===== config.mk =====
export PLATFORM = sky130hd
export DESIGN_NAME = seq_divider_flat
export DESIGN_NICKNAME = d
export VERILOG_FILES = /design/src/rtl/seq_divider_if.sv /design/src/rtl/seq_divider.sv /design/src/flat_wrapper.sv
export SDC_FILE = /design/constraint.sdc
export NUM_CORES = 1
export LEC_CHECK = 0
export ABC_CLOCK_PERIOD_IN_PS = 2900
export BUFFER_PORTS_ARGS = -buffer_cell sky130_fd_sc_hd__buf_2
export CAP_MARGIN = 30
export CORE_MARGIN = 2
export CORE_UTILIZATION = 54
export CTS_CLUSTER_DIAMETER = 30
export DETAILED_ROUTE_END_ITERATION = 12
export PLACE_DENSITY = 0.84
export SYNTH_ARGS = -nofsm -noshare
export SYNTH_HDL_FRONTEND = slang
export SYNTH_SLANG_ARGS = --single-unit

===== constraint.sdc =====
create_clock -name clk -period 2.9 [get_ports clk]
set_input_delay 0.435 -clock clk [delete_from_list [all_inputs] [get_ports clk]]
set_output_delay 0.435 -clock clk [all_outputs]
set_load 0.02 [all_outputs]

===== src/rtl/seq_divider_if.sv =====
// Operand/result bundle for the sequential divider. The master drives
// operands and control, the slave (the divider) returns results and status.
interface seq_divider_if #(
    parameter int WIDTH = 32
);
    logic             en;
    logic             load;
    logic [WIDTH-1:0] A;
    logic [WIDTH-1:0] B;
    logic [WIDTH-1:0] Q;
    logic [WIDTH-1:0] R;
    logic             busy;
    logic             done;
    logic             dz;
    logic             ovf;

    modport master (
        output en, load, A, B,
        input  Q, R, busy, done, dz, ovf
    );

    modport slave (
        input  en, load, A, B,
        output Q, R, busy, done, dz, ovf
    );
endinterface


===== src/rtl/seq_divider.sv =====
// Signed restoring divider, one quotient bit per cycle on operand magnitudes,
// with a single sign fix-up cycle. Truncating division: R takes the sign of A.
//
// state | meaning
// IDLE  | waiting for load after reset
// RUN   | WIDTH shift/trial-subtract iterations
// FIX   | apply quotient/remainder signs, raise done
// DONE  | results held until next load
module seq_divider #(
    parameter int WIDTH = 32
) (
    input  logic         clk,
    input  logic         rst,
    seq_divider_if.slave bus
);
    typedef enum logic [1:0] {IDLE, RUN, FIX, DONE} state_t;

    localparam int CW = $clog2(WIDTH + 1);
    localparam logic [WIDTH-1:0] MIN_NEG = {1'b1, {(WIDTH-1){1'b0}}};

    state_t           state_q;
    logic [WIDTH-1:0] dvs_q;
    logic [WIDTH-1:0] rem_q;
    logic [WIDTH-1:0] quo_q;
    logic [WIDTH-1:0] q_q;
    logic [WIDTH-1:0] r_q;
    logic [CW-1:0]    cnt_q;
    logic             sign_a_q;
    logic             sign_q_q;
    logic             ovf_pend_q;
    logic             busy_q;
    logic             done_q;
    logic             dz_q;
    logic             ovf_q;

    logic [WIDTH-1:0] mag_a;
    logic [WIDTH-1:0] mag_b;
    logic [WIDTH:0]   shifted;
    logic [WIDTH:0]   trial;
    logic             borrow;
    logic [WIDTH-1:0] rem_d;
    logic [WIDTH-1:0] quo_d;

    // Magnitudes are unsigned, so |MIN_NEG| = MIN_NEG is representable.
    always_comb begin
        mag_a   = bus.A[WIDTH-1] ? -bus.A : bus.A;
        mag_b   = bus.B[WIDTH-1] ? -bus.B : bus.B;
        shifted = {rem_q, quo_q[WIDTH-1]};
        {borrow, trial} = {1'b0, shifted} - {2'b00, dvs_q};
        rem_d   = borrow ? shifted[WIDTH-1:0] : trial[WIDTH-1:0];
        quo_d   = {quo_q[WIDTH-2:0], ~borrow};
    end

    always_ff @(posedge clk) begin
        if (!rst) begin
            state_q    <= IDLE;
            dvs_q      <= '0;
            rem_q      <= '0;
            quo_q      <= '0;
            q_q        <= '0;
            r_q        <= '0;
            cnt_q      <= '0;
            sign_a_q   <= 1'b0;
            sign_q_q   <= 1'b0;
            ovf_pend_q <= 1'b0;
            busy_q     <= 1'b0;
            done_q     <= 1'b0;
            dz_q       <= 1'b0;
            ovf_q      <= 1'b0;
        end else if (bus.en) begin
            case (state_q)
                IDLE, DONE: begin
                    if (bus.load) begin
                        dvs_q      <= mag_b;
                        rem_q      <= '0;
                        quo_q      <= mag_a;
                        sign_a_q   <= bus.A[WIDTH-1];
                        sign_q_q   <= bus.A[WIDTH-1] ^ bus.B[WIDTH-1];
                        ovf_pend_q <= (bus.A == MIN_NEG) && (bus.B == '1);
                        cnt_q      <= '0;
                        ovf_q      <= 1'b0;
                        if (bus.B == '0) begin
                            q_q     <= '1;
                            r_q     <= bus.A;
                            dz_q    <= 1'b1;
                            done_q  <= 1'b1;
                            state_q <= DONE;
                        end else begin
                            dz_q    <= 1'b0;
                            done_q  <= 1'b0;
                            busy_q  <= 1'b1;
                            state_q <= RUN;
                        end
                    end
                end
                RUN: begin
                    rem_q <= rem_d;
                    quo_q <= quo_d;
                    cnt_q <= cnt_q + 1'b1;
                    if (cnt_q == CW'(WIDTH - 1)) begin
                        state_q <= FIX;
                    end
                end
                FIX: begin
                    q_q     <= sign_q_q ? -quo_q : quo_q;
                    r_q     <= sign_a_q ? -rem_q : rem_q;
                    ovf_q   <= ovf_pend_q;
                    busy_q  <= 1'b0;
                    done_q  <= 1'b1;
                    state_q <= DONE;
                end
                default: state_q <= IDLE;
            endcase
        end
    end

    assign bus.Q    = q_q;
    assign bus.R    = r_q;
    assign bus.busy = busy_q;
    assign bus.done = done_q;
    assign bus.dz   = dz_q;
    assign bus.ovf  = ovf_q;
endmodule

===== src/flat_wrapper.sv =====
// flat-port wrapper written by rule: the top's interface ports become plain ports
module seq_divider_flat 
#(
    parameter int WIDTH = 32
)
  (clk, rst, bus_en, bus_load, bus_A, bus_B, bus_Q, bus_R, bus_busy, bus_done, bus_dz, bus_ovf);
  seq_divider_if #(.WIDTH(WIDTH)) bus_i ();
  input  logic clk;
  input  logic rst;
  input wire logic [$bits(bus_i.en)-1:0] bus_en;
  input wire logic [$bits(bus_i.load)-1:0] bus_load;
  input wire logic [$bits(bus_i.A)-1:0] bus_A;
  input wire logic [$bits(bus_i.B)-1:0] bus_B;
  output wire logic [$bits(bus_i.Q)-1:0] bus_Q;
  output wire logic [$bits(bus_i.R)-1:0] bus_R;
  output wire logic [$bits(bus_i.busy)-1:0] bus_busy;
  output wire logic [$bits(bus_i.done)-1:0] bus_done;
  output wire logic [$bits(bus_i.dz)-1:0] bus_dz;
  output wire logic [$bits(bus_i.ovf)-1:0] bus_ovf;
  assign bus_i.en = bus_en;
  assign bus_i.load = bus_load;
  assign bus_i.A = bus_A;
  assign bus_i.B = bus_B;
  assign bus_Q = bus_i.Q;
  assign bus_R = bus_i.R;
  assign bus_busy = bus_i.busy;
  assign bus_done = bus_i.done;
  assign bus_dz = bus_i.dz;
  assign bus_ovf = bus_i.ovf;
  seq_divider #(.WIDTH(WIDTH)) u_core (.clk(clk), .rst(rst), .bus(bus_i));
endmodule

==> qor.txt <==
worst-path fanout max -> 18
Main synth FF type -> dfxtp_1
Cell Chain, Critical Path -> buf_6 > or4_4 > or4_4 > or4_4 > or4_4 > a21boi_4 > buf_12 > clkbuf_16 > o211ai_1 > a21oi_1
full die area -> 22300 µm²
Worst Max-Slew Pin Slew -> 0.785 ns
synth warn -> 0
Max Cap Viol -> 0
failing checks -> negative setup slack
kind of critical path -> input pin to flip-flop
Fillers -> 1595
post-synthesis cell count -> 1488
Worst Setup EP -> u_core.bus.R[9]
detailed-route wire length -> 36000 µm
clk_lat worst skew -> 0.46 ns
final worst slack -> -0.00830 ns
crit path from -> bus_B[22]
RSZ-0062 raised after global routing -> true
Final Critical Period -> 2.91 ns
cell taking the most area after synthesis -> dfxtp_1
CTS Sinks -> 175
CTS buffer count -> 17
Max Freq -> 0.344 GHz
status -> complete, but fails checks
initial antenna violation count -> 0
Final Max Slew Viols -> 0
top cells by area, synth -> dfxtp_1 (31%), xor2_1 (7.0%), nand2_1 (6.5%)
synthesized flop and latch total -> 175
ANT nets after route -> 0
CP Launch Type -> input pin
Placed Cells -> 1933
worst clock skew -> 0.0169 ns
final hold violation count -> 0
Post-synth top cells -> nand2_1 (198), dfxtp_1 (175), a21oi_1 (113), o21ai_0 (92), xor2_1 (91)
multi-input logic area -> 7560 µm²
CTS tree -> done
r2r startpoint -> u_core.rem_q[6]
vias in the first global route -> 11300
CP arrival -> 3.29 ns
most common cell in the synthesized netlist -> nand2_1
Crit-path slowest cell -> or4_4
Chip Width -> 149 µm
First-pass DRT Iterations -> 6
# DRC -> 0
DRC marker count from the first detailed-route iteration -> 1211
CP Capture Type -> flip-flop
GRT overflow -> 0
Initial Util -> 0.545
IO Pins -> 136
critical path's largest stage delay -> 0.53 ns
hpwl dp -> 26000 µm
EDFF count, synth -> 0
worst rel slew slack -> 0.476
htree depth -> 4
Critical R2R Capture -> u_core.rem_q[0]
fin nets -> 1801
VDD IR-drop max -> 0.362 mV
Avg Synthesized Cell Area -> 7.66 µm²
Layout Utilization -> 0.682
Total GRT Usage -> 0.305
final RePlAce weighted congestion -> 0.949
worst path required time -> 3.28 ns
vias -> 12200
reg-to-reg setup timing slack -> 0.01 ns
layout cell share with drive strength beyond 1 -> 0.224
Non-Filler Instances -> 1981
storage element area -> 3510 µm²
first-pass GRT wire length -> 55200 µm
hold slack final -> 0.308 ns
Die H -> 149 µm
Synth Cell Area -> 11400 µm²
routed len/inst -> 18.2 µm
Hold Path Class -> input pin to flip-flop
row count -> 53
Reg clk slew, reported paths -> 0.08 ns
largest net degree at the start of global routing -> 67
DR vias/cell -> 6.18
Area Growth Syn to Fin -> 25.0%
FF-to-FF path depth -> 12
Leakage -> 5.96 nW
Cell variety after synth -> 68
Power Density -> 499 nW/µm²
Finish-stage setup viols -> 4
total core area -> 20900 µm²
total power -> 7.11 mW
# port buffers -> 135
Final period util -> 1.00
CTS Root Cell -> clkbuf_16
Hold Buf Count CTS -> 0
sequential area share after synthesis -> 0.307
cell mode on critical path -> or4_4
post-synth top area share -> 0.307
Clock Tree Buf Depth -> 2
Syn Nets -> 1598
Async S/R FF share, synth -> 0
==> routing by layer <==
layer,track usage,vias up,part of all wire
met4,0.104,0,0.034
met2,0.517,639,0.47
met5,0,-,0
li1,-,5817,-
met1,0.391,5660,0.41
met3,0.0535,121,0.090
==> flip-flops by register name (all words and copies together), names as in the netlist <==
register           cells
u_core.bus.Q          32
u_core.bus.R          32
u_core.bus.busy        1
u_core.bus.done        1
u_core.bus.dz          1
u_core.bus.ovf         1
u_core.cnt_q           6
u_core.dvs_q          32
u_core.ovf_pend_q      1
u_core.quo_q          32
u_core.rem_q          32
u_core.sign_a_q        1
u_core.sign_q_q        1
u_core.state_q         2
==> power breakdown <==
| group | internal, mW | total, mW | switching (mW) |
|---|---|---|---|
| clock network | 1.21 | 2.47 | 1.25 |
| registers | 2.52 | 2.62 | 0.105 |
| logic | 0.831 | 2.02 | 1.19 |
==> per-stage QoR <==
step	cell area (µm²)	TNS, ns	setup WS [ns]
finish	14200	-0.0155	-0.00830
global route	14200	-0.871	-0.0736
CTS	13800	0	0.000193
detailed placement	13100	-26.01	-0.527
global placement	13100	-22.73	-0.429
floorplan	11400	-9.39	-0.189
==> cell families after synthesis <==
kind of cell / count (synthesis) / share of synthesized area
simple gates: 511 / 0.215
compound gates: 454 / 0.259
xor+xnor: 144 / 0.111
flops: 175 / 0.307
mux: 13 / 0.0114
fa+ha+maj: 42 / 0.0468
buf+inv: 149 / 0.0501
==> layout by cell type (no fill, tap or decap), types with 32 or more instances in the layout <==
cell type    n
a211oi_1    37
a21oi_1    108
buf_2      133
buf_4      133
dfxtp_1    172
ha_1        35
inv_1       49
nand2_1    198
nand3_1     89
nor2_1      70
o211ai_1    32
o21ai_0     87
o31ai_1     34
xnor2_1     53
xor2_1      91
==> final cells by class <==
cell class	count	area share
Sequential cell	175	0.246
Inverter	50	0.0132
Tap cell	275	0.0242
Timing Repair Buffer	283	0.140
Clock buffer	17	0.0299
Multi-Input combinational cell	1164	0.531
Antenna cell	2	0.000351
Clock inverter	15	0.0150
==> how the worst min path moves through the flow <==
| stage | from | end | slack, ns | depth (start not counted) |
|---|---|---|---|---|
| after CTS | bus_A[30] | u_core.quo_q[30] | 0.31 | 3 |
| after detailed placement | u_core.bus.R[9] | u_core.bus.R[9] | 0.44 | 2 |
| after global routing | rst | u_core.dvs_q[30] | 0.32 | 3 |
| after global placement | u_core.bus.R[1] | u_core.bus.R[1] | 0.44 | 2 |
| after floorplan | u_core.ovf_pend_q | u_core.bus.ovf | 0.43 | 2 |
| final | bus_A[24] | u_core.bus.R[24] | 0.31 | 3 |
==> critical path, delay by kind of cell <==
family | cells | cell delay (ns)
AND/OR/NAND/NOR | 4 | 1.94
AO/OA/AOI/OAI | 3 | 0.43
buffers and inverters | 3 | 0.47
==> timing repair <==
item,CTS,global route
resized for setup,12,44
endpoints found under the hold margin,0,0
pin swaps,3,15
endpoints found under the setup margin,36,62
cloned,0,7
buffers inserted,0,7
No activity file was read; power rests on OpenSTA's default activity.
